$ cat src/rtl/ctrl_pkg.sv
// Shared types and constants for the BitBlaster instruction sequencer.
package ctrl_pkg;

  // Timestep states; IDLE sits between instructions.
  typedef enum logic [2:0] {
    ST_IDLE = 3'd0,
    ST_T0   = 3'd1,
    ST_T1   = 3'd2,
    ST_T2   = 3'd3,
    ST_T3   = 3'd4
  } state_t;

  // Instruction classes (INST top two bits).
  localparam logic [1:0] CLS_ALU  = 2'b00;
  localparam logic [1:0] CLS_ILL  = 2'b01;
  localparam logic [1:0] CLS_ADDI = 2'b10;
  localparam logic [1:0] CLS_SUBI = 2'b11;

  // Class-00 opcodes; everything from OP_ILL_MIN upward is undefined.
  localparam logic [3:0] OP_LOAD    = 4'b0000;
  localparam logic [3:0] OP_COPY    = 4'b0001;
  localparam logic [3:0] OP_ADD     = 4'b0010;
  localparam logic [3:0] OP_SUB     = 4'b0011;
  localparam logic [3:0] OP_AND     = 4'b0100;
  localparam logic [3:0] OP_OR      = 4'b0101;
  localparam logic [3:0] OP_XOR     = 4'b0110;
  localparam logic [3:0] OP_NOT     = 4'b0111;
  localparam logic [3:0] OP_SHL     = 4'b1000;
  localparam logic [3:0] OP_SHR     = 4'b1001;
  localparam logic [3:0] OP_ROR     = 4'b1010;
  localparam logic [3:0] OP_ASR     = 4'b1011;
  localparam logic [3:0] OP_ILL_MIN = 4'b1100;

  // ALU codes used by the immediate instructions.
  localparam logic [3:0] ALU_ADD = 4'b0010;
  localparam logic [3:0] ALU_SUB = 4'b0011;

  // Display timestep for a state; IDLE and T0 both show 0.
  function automatic logic [1:0] tstep_of(state_t s);
    case (s)
      ST_T1:   return 2'd1;
      ST_T2:   return 2'd2;
      ST_T3:   return 2'd3;
      default: return 2'd0;
    endcase
  endfunction

endpackage

$ cat src/rtl/ctrl_sequencer_if.sv
// Control/handshake bundle between the sequencer and its datapath/host.
//
// Handshake: the host raises Start while Busy is low; the sequencer accepts
// it on that edge (unless Stall or Reset is high) and holds Busy high until
// the instruction completes. Done pulses for exactly one cycle on the last
// cycle of the instruction (Err alongside it for an illegal instruction).
// Start seen while Busy is high is dropped, never queued. INST must stay
// stable from T1 until Done.
interface ctrl_sequencer_if #(
  parameter int DATA_W = 10,
  parameter int REG_AW = 2
);
  import ctrl_pkg::*;

  logic              Start;
  logic              Stall;
  logic [DATA_W-1:0] INST;
  logic [DATA_W-1:0] IMM;
  logic              ImmOE;
  logic [REG_AW-1:0] Rin;
  logic [REG_AW-1:0] Rout;
  logic              ENW;
  logic              ENR;
  logic              Ain;
  logic              Gin;
  logic              Gout;
  logic [3:0]        ALUcont;
  logic              Ext;
  logic              IRin;
  logic              Busy;
  logic              Done;
  logic              Err;
  logic [1:0]        Tstep;
  state_t            state_dbg;

  modport master (
    input  Start, Stall, INST,
    output IMM, ImmOE, Rin, Rout, ENW, ENR, Ain, Gin, Gout, ALUcont,
           Ext, IRin, Busy, Done, Err, Tstep, state_dbg
  );

  modport slave (
    output Start, Stall, INST,
    input  IMM, ImmOE, Rin, Rout, ENW, ENR, Ain, Gin, Gout, ALUcont,
           Ext, IRin, Busy, Done, Err, Tstep, state_dbg
  );

endinterface

$ cat src/rtl/ctrl_decode.sv
// Field extraction and classification of the instruction register.
module ctrl_decode
  import ctrl_pkg::*;
#(
  parameter int DATA_W = 10,
  parameter int REG_AW = 2
) (
  input  logic [DATA_W-1:0] inst,
  output logic [1:0]        cls,
  output logic [REG_AW-1:0] rx,
  output logic [REG_AW-1:0] ry,
  output logic [3:0]        op,
  output logic [DATA_W-1:0] imm,
  output logic              is_ld,
  output logic              is_cp,
  output logic              illegal
);

  // The immediate overlaps Ry and op; only the class and Rx bits are excluded.
  assign cls = inst[DATA_W-1 -: 2];
  assign rx  = inst[DATA_W-3 -: REG_AW];
  assign ry  = inst[DATA_W-3-REG_AW -: REG_AW];
  assign op  = inst[3:0];
  assign imm = {{(2+REG_AW){1'b0}}, inst[DATA_W-3-REG_AW:0]};

  assign is_ld   = (cls == CLS_ALU) && (op == OP_LOAD);
  assign is_cp   = (cls == CLS_ALU) && (op == OP_COPY);
  assign illegal = (cls == CLS_ILL) || ((cls == CLS_ALU) && (op >= OP_ILL_MIN));

endmodule

$ cat src/rtl/ctrl_sequencer.sv
// Timestep state machine and datapath control decode for BitBlaster.
// Only the state is registered; every control output is decoded from the
// current state, INST and Stall so the datapath sees it in the same cycle.
module ctrl_sequencer
  import ctrl_pkg::*;
#(
  parameter int DATA_W = 10,
  parameter int REG_AW = 2
) (
  input  logic             Clock,
  input  logic             Reset,
  ctrl_sequencer_if.master bus
);

  state_t            state;
  logic [1:0]        cls;
  logic [REG_AW-1:0] rx;
  logic [REG_AW-1:0] ry;
  logic [3:0]        op;
  logic [DATA_W-1:0] imm;
  logic              is_ld;
  logic              is_cp;
  logic              illegal;

  logic [DATA_W-1:0] imm_o;
  logic              imm_oe;
  logic [REG_AW-1:0] rin;
  logic [REG_AW-1:0] rout;
  logic              enw;
  logic              enr;
  logic              ain;
  logic              gin;
  logic              gout;
  logic [3:0]        alu;
  logic              ext;
  logic              irin;
  logic              done;
  logic              err;

  ctrl_decode #(.DATA_W(DATA_W), .REG_AW(REG_AW)) u_decode (
    .inst    (bus.INST),
    .cls     (cls),
    .rx      (rx),
    .ry      (ry),
    .op      (op),
    .imm     (imm),
    .is_ld   (is_ld),
    .is_cp   (is_cp),
    .illegal (illegal)
  );

  // State register: reset to IDLE, hold under Stall, otherwise advance.
  always_ff @(posedge Clock) begin
    if (Reset) begin
      state <= ST_IDLE;
    end else if (!bus.Stall) begin
      case (state)
        ST_IDLE: if (bus.Start) state <= ST_T0;
        ST_T0:   state <= ST_T1;
        ST_T1:   state <= (is_ld || is_cp || illegal) ? ST_IDLE : ST_T2;
        ST_T2:   state <= ST_T3;
        ST_T3:   state <= ST_IDLE;
        default: state <= ST_IDLE;
      endcase
    end
  end

  // Control decode; Stall masks every enable, address and code to zero.
  always_comb begin
    imm_o  = '0;
    imm_oe = 1'b0;
    rin    = '0;
    rout   = '0;
    enw    = 1'b0;
    enr    = 1'b0;
    ain    = 1'b0;
    gin    = 1'b0;
    gout   = 1'b0;
    alu    = 4'd0;
    ext    = 1'b0;
    irin   = 1'b0;
    done   = 1'b0;
    err    = 1'b0;
    if (!bus.Stall) begin
      case (state)
        ST_T0: begin
          ext  = 1'b1;
          irin = 1'b1;
        end
        ST_T1: begin
          if (illegal) begin
            err  = 1'b1;
            done = 1'b1;
          end else if (is_ld) begin
            ext  = 1'b1;
            rin  = rx;
            enr  = 1'b1;
            done = 1'b1;
          end else if (is_cp) begin
            rout = ry;
            enw  = 1'b1;
            rin  = rx;
            enr  = 1'b1;
            done = 1'b1;
          end else begin
            rout = rx;
            enw  = 1'b1;
            ain  = 1'b1;
          end
        end
        ST_T2: begin
          gin = 1'b1;
          if (cls == CLS_ALU) begin
            rout = ry;
            enw  = 1'b1;
            alu  = op;
          end else begin
            imm_oe = 1'b1;
            imm_o  = imm;
            alu    = (cls == CLS_SUBI) ? ALU_SUB : ALU_ADD;
          end
        end
        ST_T3: begin
          gout = 1'b1;
          rin  = rx;
          enr  = 1'b1;
          done = 1'b1;
        end
        default: ;
      endcase
    end
  end

  assign bus.IMM       = imm_o;
  assign bus.ImmOE     = imm_oe;
  assign bus.Rin       = rin;
  assign bus.Rout      = rout;
  assign bus.ENW       = enw;
  assign bus.ENR       = enr;
  assign bus.Ain       = ain;
  assign bus.Gin       = gin;
  assign bus.Gout      = gout;
  assign bus.ALUcont   = alu;
  assign bus.Ext       = ext;
  assign bus.IRin      = irin;
  assign bus.Done      = done;
  assign bus.Err       = err;
  assign bus.Busy      = (state != ST_IDLE);
  assign bus.Tstep     = tstep_of(state);
  assign bus.state_dbg = state;

endmodule

$ cat src/flat_wrapper.sv
// flat-port wrapper written by rule: the top's interface ports become plain ports
module ctrl_sequencer_flat import ctrl_pkg::*;
#(
  parameter int DATA_W = 10,
  parameter int REG_AW = 2
)
  (Clock, Reset, bus_Start, bus_Stall, bus_INST, bus_IMM, bus_ImmOE, bus_Rin, bus_Rout, bus_ENW, bus_ENR, bus_Ain, bus_Gin, bus_Gout, bus_ALUcont, bus_Ext, bus_IRin, bus_Busy, bus_Done, bus_Err, bus_Tstep, bus_state_dbg);
  ctrl_sequencer_if #(.DATA_W(DATA_W), .REG_AW(REG_AW)) bus_i ();
  input  logic Clock;
  input  logic Reset;
  input wire logic [$bits(bus_i.Start)-1:0] bus_Start;
  input wire logic [$bits(bus_i.Stall)-1:0] bus_Stall;
  input wire logic [$bits(bus_i.INST)-1:0] bus_INST;
  output wire logic [$bits(bus_i.IMM)-1:0] bus_IMM;
  output wire logic [$bits(bus_i.ImmOE)-1:0] bus_ImmOE;
  output wire logic [$bits(bus_i.Rin)-1:0] bus_Rin;
  output wire logic [$bits(bus_i.Rout)-1:0] bus_Rout;
  output wire logic [$bits(bus_i.ENW)-1:0] bus_ENW;
  output wire logic [$bits(bus_i.ENR)-1:0] bus_ENR;
  output wire logic [$bits(bus_i.Ain)-1:0] bus_Ain;
  output wire logic [$bits(bus_i.Gin)-1:0] bus_Gin;
  output wire logic [$bits(bus_i.Gout)-1:0] bus_Gout;
  output wire logic [$bits(bus_i.ALUcont)-1:0] bus_ALUcont;
  output wire logic [$bits(bus_i.Ext)-1:0] bus_Ext;
  output wire logic [$bits(bus_i.IRin)-1:0] bus_IRin;
  output wire logic [$bits(bus_i.Busy)-1:0] bus_Busy;
  output wire logic [$bits(bus_i.Done)-1:0] bus_Done;
  output wire logic [$bits(bus_i.Err)-1:0] bus_Err;
  output wire logic [$bits(bus_i.Tstep)-1:0] bus_Tstep;
  output wire logic [$bits(bus_i.state_dbg)-1:0] bus_state_dbg;
  assign bus_i.Start = bus_Start;
  assign bus_i.Stall = bus_Stall;
  assign bus_i.INST = bus_INST;
  assign bus_IMM = bus_i.IMM;
  assign bus_ImmOE = bus_i.ImmOE;
  assign bus_Rin = bus_i.Rin;
  assign bus_Rout = bus_i.Rout;
  assign bus_ENW = bus_i.ENW;
  assign bus_ENR = bus_i.ENR;
  assign bus_Ain = bus_i.Ain;
  assign bus_Gin = bus_i.Gin;
  assign bus_Gout = bus_i.Gout;
  assign bus_ALUcont = bus_i.ALUcont;
  assign bus_Ext = bus_i.Ext;
  assign bus_IRin = bus_i.IRin;
  assign bus_Busy = bus_i.Busy;
  assign bus_Done = bus_i.Done;
  assign bus_Err = bus_i.Err;
  assign bus_Tstep = bus_i.Tstep;
  assign bus_state_dbg = bus_i.state_dbg;
  ctrl_sequencer #(.DATA_W(DATA_W), .REG_AW(REG_AW)) u_core (.Clock(Clock), .Reset(Reset), .bus(bus_i));
endmodule
$ cat config.mk
export PLATFORM = sky130hd
export DESIGN_NAME = ctrl_sequencer_flat
export DESIGN_NICKNAME = d
export VERILOG_FILES = /design/src/rtl/ctrl_pkg.sv /design/src/rtl/ctrl_sequencer_if.sv /design/src/rtl/ctrl_decode.sv /design/src/rtl/ctrl_sequencer.sv /design/src/flat_wrapper.sv
export SDC_FILE = /design/constraint.sdc
export NUM_CORES = 1
export LEC_CHECK = 0
export BUFFER_PORTS_ARGS = -buffer_cell sky130_fd_sc_hd__buf_2
export CAP_MARGIN = 5
export CORE_UTILIZATION = 39
export DETAILED_ROUTE_END_ITERATION = 10
export PLACE_DENSITY_LB_ADDON = 0.08
export SETUP_SLACK_MARGIN = 0.1
export SLEW_MARGIN = 20
export SYNTH_ARGS = -nofsm -noshare
export SYNTH_HDL_FRONTEND = slang
export SYNTH_SLANG_ARGS = --single-unit
$ cat constraint.sdc
create_clock -name Clock -period 2.5 [get_ports Clock]
set_input_delay 0.5 -clock Clock [delete_from_list [all_inputs] [get_ports Clock]]
set_output_delay 0.5 -clock Clock [all_outputs]
set_load 0.01 [all_outputs]
==> impl_metrics.toml <==
[status]
run_status = "complete, no violations"

[power]
leak_pwr_nw = 0.423
vdd.ir_drop.worst_mv = 0.262
power.density_cell_area_nw_per_um2 = 319

[clock_tree]
clk_pin_slew_worst_paths_ns = 0.04
worstSkewPairLatency_ns = 0.24
cts_inserted_buffers = 3
clock_sink_count = 3
cts_resized = 0
clock_tree.htree_level_count = 1
clock_tree.root_cell = "clkbuf_4"
cts-root-to-sink-buffers = 2
cts_tree = "done"
cts_hold_buf = 0
cts_setup_buffers = 0

[final_layout]
flip_flop_count_of_the_largest_register_all_copies_and_words_added = 3
final_core_util_pct = 57.4
post_route_cells_drive_above_1_share_pct = 45.9
n_fill_cell = 146
antenna_cells_inserted = 0
design.final.nets = 137
syn2layout_area_growth_pct = 36.6

[global_route]
first_pass_grt_wire_length_um = 1940
grt_util_all_layers_pct = 17.7
initial_antenna_violation_count = 0
grt_max_degree = 13
grt-ovfl-total = 0
grt_pass1_vias = 455

[synth]
synth_cell_types = 30
synth_seq_cells = 3
post_synth_main_area_contributors = "and2_1, dfxtp_1, buf_6"
synth_top_flop_cell = "dfxtp_1"
yosysTopAreaCell = "and2_1"
most_numerous_cell_types_in_the_synthesized_netlist = "and2_1, nand2_1, nor2_1"
synth-async-reset-ratio_pct = 0
synthMostInstantiatedCell = "and2_1"
post_syn_area_per_cell_um2 = 6.92
sequential_element_share_of_the_synthesized_area_pct = 11.0
synthesis.area_um2 = 547
yosys_warnings = 0
synth_edf_count = 0
yosys.area.top_type_share_pct = 11.4
netlist_instances = 79

[place]
finalWeightedCongestion = 0.863
dp_hpwl_um = 1140
pre_cts_slack_ns = 0.341
portbufs = 43

[sta]
timing.final.max_slew_violations = 0
fin_worst_skew_ns = 0.000961
setup_viol = 0
post-route-period-util_pct = 87.6
setup_tns_ns = 0
fmaxAchievable_ghz = 0.457
final-hold-violation-count = 0
rsz0062_at_grt = "false"
fin_ws_ns = 0.310
fin_crit_ns = 2.19

[worst_setup_path]
slowest_stage = "or3_1"
rr_worst_depth = 5
cpPeakStageDelay_ns = 0.55
criticalPathCategory = "flop to output port"
cp.buffers_inverters = 1
worstPathRequired_ns = 2.00
cp_cell_sequence = "or3_1 > o22ai_2 > a22o_1 > buf_2"
timing.critical_path.depth = 4
critPathTopFamily = "simple AND/OR/NAND/NOR gates"
setup.worst_path.end_class = "output port"
cp-start-kind = "flop"
crit_fanout = 12
worst_ep_arrival_time_ns = 1.69

[detailed_routing]
route.vias.total = 680
detail_route.first_pass.iterations = 4
routed_via_density = 4.96
route.final.wire_length_um = 1400
detail_route.drc_violations = 0
post_route_ant_nets = 0
dr.first_iter.drc_count = 11
route.detailed.wl_per_inst_um = 10.2

[floorplan]
floorplan.die_area_um2 = 1560
core_area_um2 = 1300
die_boundary_width_um = 39.4
vertical_extent_of_the_die_um = 39.4
floorplan.initialDensity_pct = 42.0
rows = 13
floorplan.io_pins = 48

[hold_path]
worst_hold_path_type = "input port to flop"
cell_depth_of_the_worst_hold_path = 2

[flow_run]
cap_viol_max_count = 0
-- worst paths after layout --
kind	start	end	slack (ns)
max	u_core.bus.state_dbg[2]$_SDFFE_PP0P_	bus_Rout[1]	0.31
min	Reset	u_core.bus.state_dbg[0]$_SDFFE_PP0P_	0.47
max reg2reg	u_core.bus.state_dbg[0]$_SDFFE_PP0P_	u_core.bus.state_dbg[0]$_SDFFE_PP0P_	1.08
min reg2reg	u_core.bus.state_dbg[2]$_SDFFE_PP0P_	u_core.bus.state_dbg[2]$_SDFFE_PP0P_	0.60
-- power by group --
group          total, mW  internal (mW)  switching (mW)  leakage, nW
Clock             0.0873         0.0600          0.0274       0.0150
Combinational     0.0970         0.0405          0.0564        0.383
Sequential        0.0539         0.0515         0.00240       0.0245
-- per-stage QoR --
stage          hold slack [ns]  instances  cell area, um2  total power, mW
6_report                 0.475        137             747            0.238
5_1_grt                  0.464        137             747            0.258
4_1_cts                  0.464        137             747            0.241
3_5_place_dp             0.600        133             721            0.152
3_3_place_gp             0.589        133             721            0.151
2_1_floorplan            0.568         82             558            0.125
-- placed cells by master, fill, tap and decap left out, drive strengths merged, types with 2 or more instances in the layout --
cell type  instances
o21a               2
nor2b              2
a21oi              7
inv                4
or2                2
a22o               2
and2              10
conb               4
nor2               9
dfxtp              3
nand4              2
or3                4
clkbuf             4
nand2              9
buf               45
nor3               4
-- layout make-up --
cell class | count | area (um2) | share of cell area, %
Sequential cell | 3 | 60.1 | 8.04
Tap cell | 15 | 18.8 | 2.51
Multi-Input combinational cell | 66 | 397 | 53.1
Timing Repair Buffer | 45 | 230 | 30.8
Inverter | 4 | 15.0 | 2.01
Clock buffer | 4 | 26.3 | 3.52
-- routing by layer --
metal / up-vias / GRT usage [%] / share of wire (%)
li1: 352 / - / -
met1: 304 / 25.8 / 50
met2: 24 / 25.4 / 43
met3: 0 / 6.82 / 6.6
met4: 0 / 0 / 0
met5: - / 0 / 0
-- cells by family after synthesis --
kind of cell / Yosys count / synth area share, %
compound gates: 17 / 23.8
simple gates: 45 / 46.0
flops: 3 / 11.0
buf+inv: 13 / 18.5
other cells: 1 / 0.686
No activity file was read; power rests on OpenSTA's default activity.
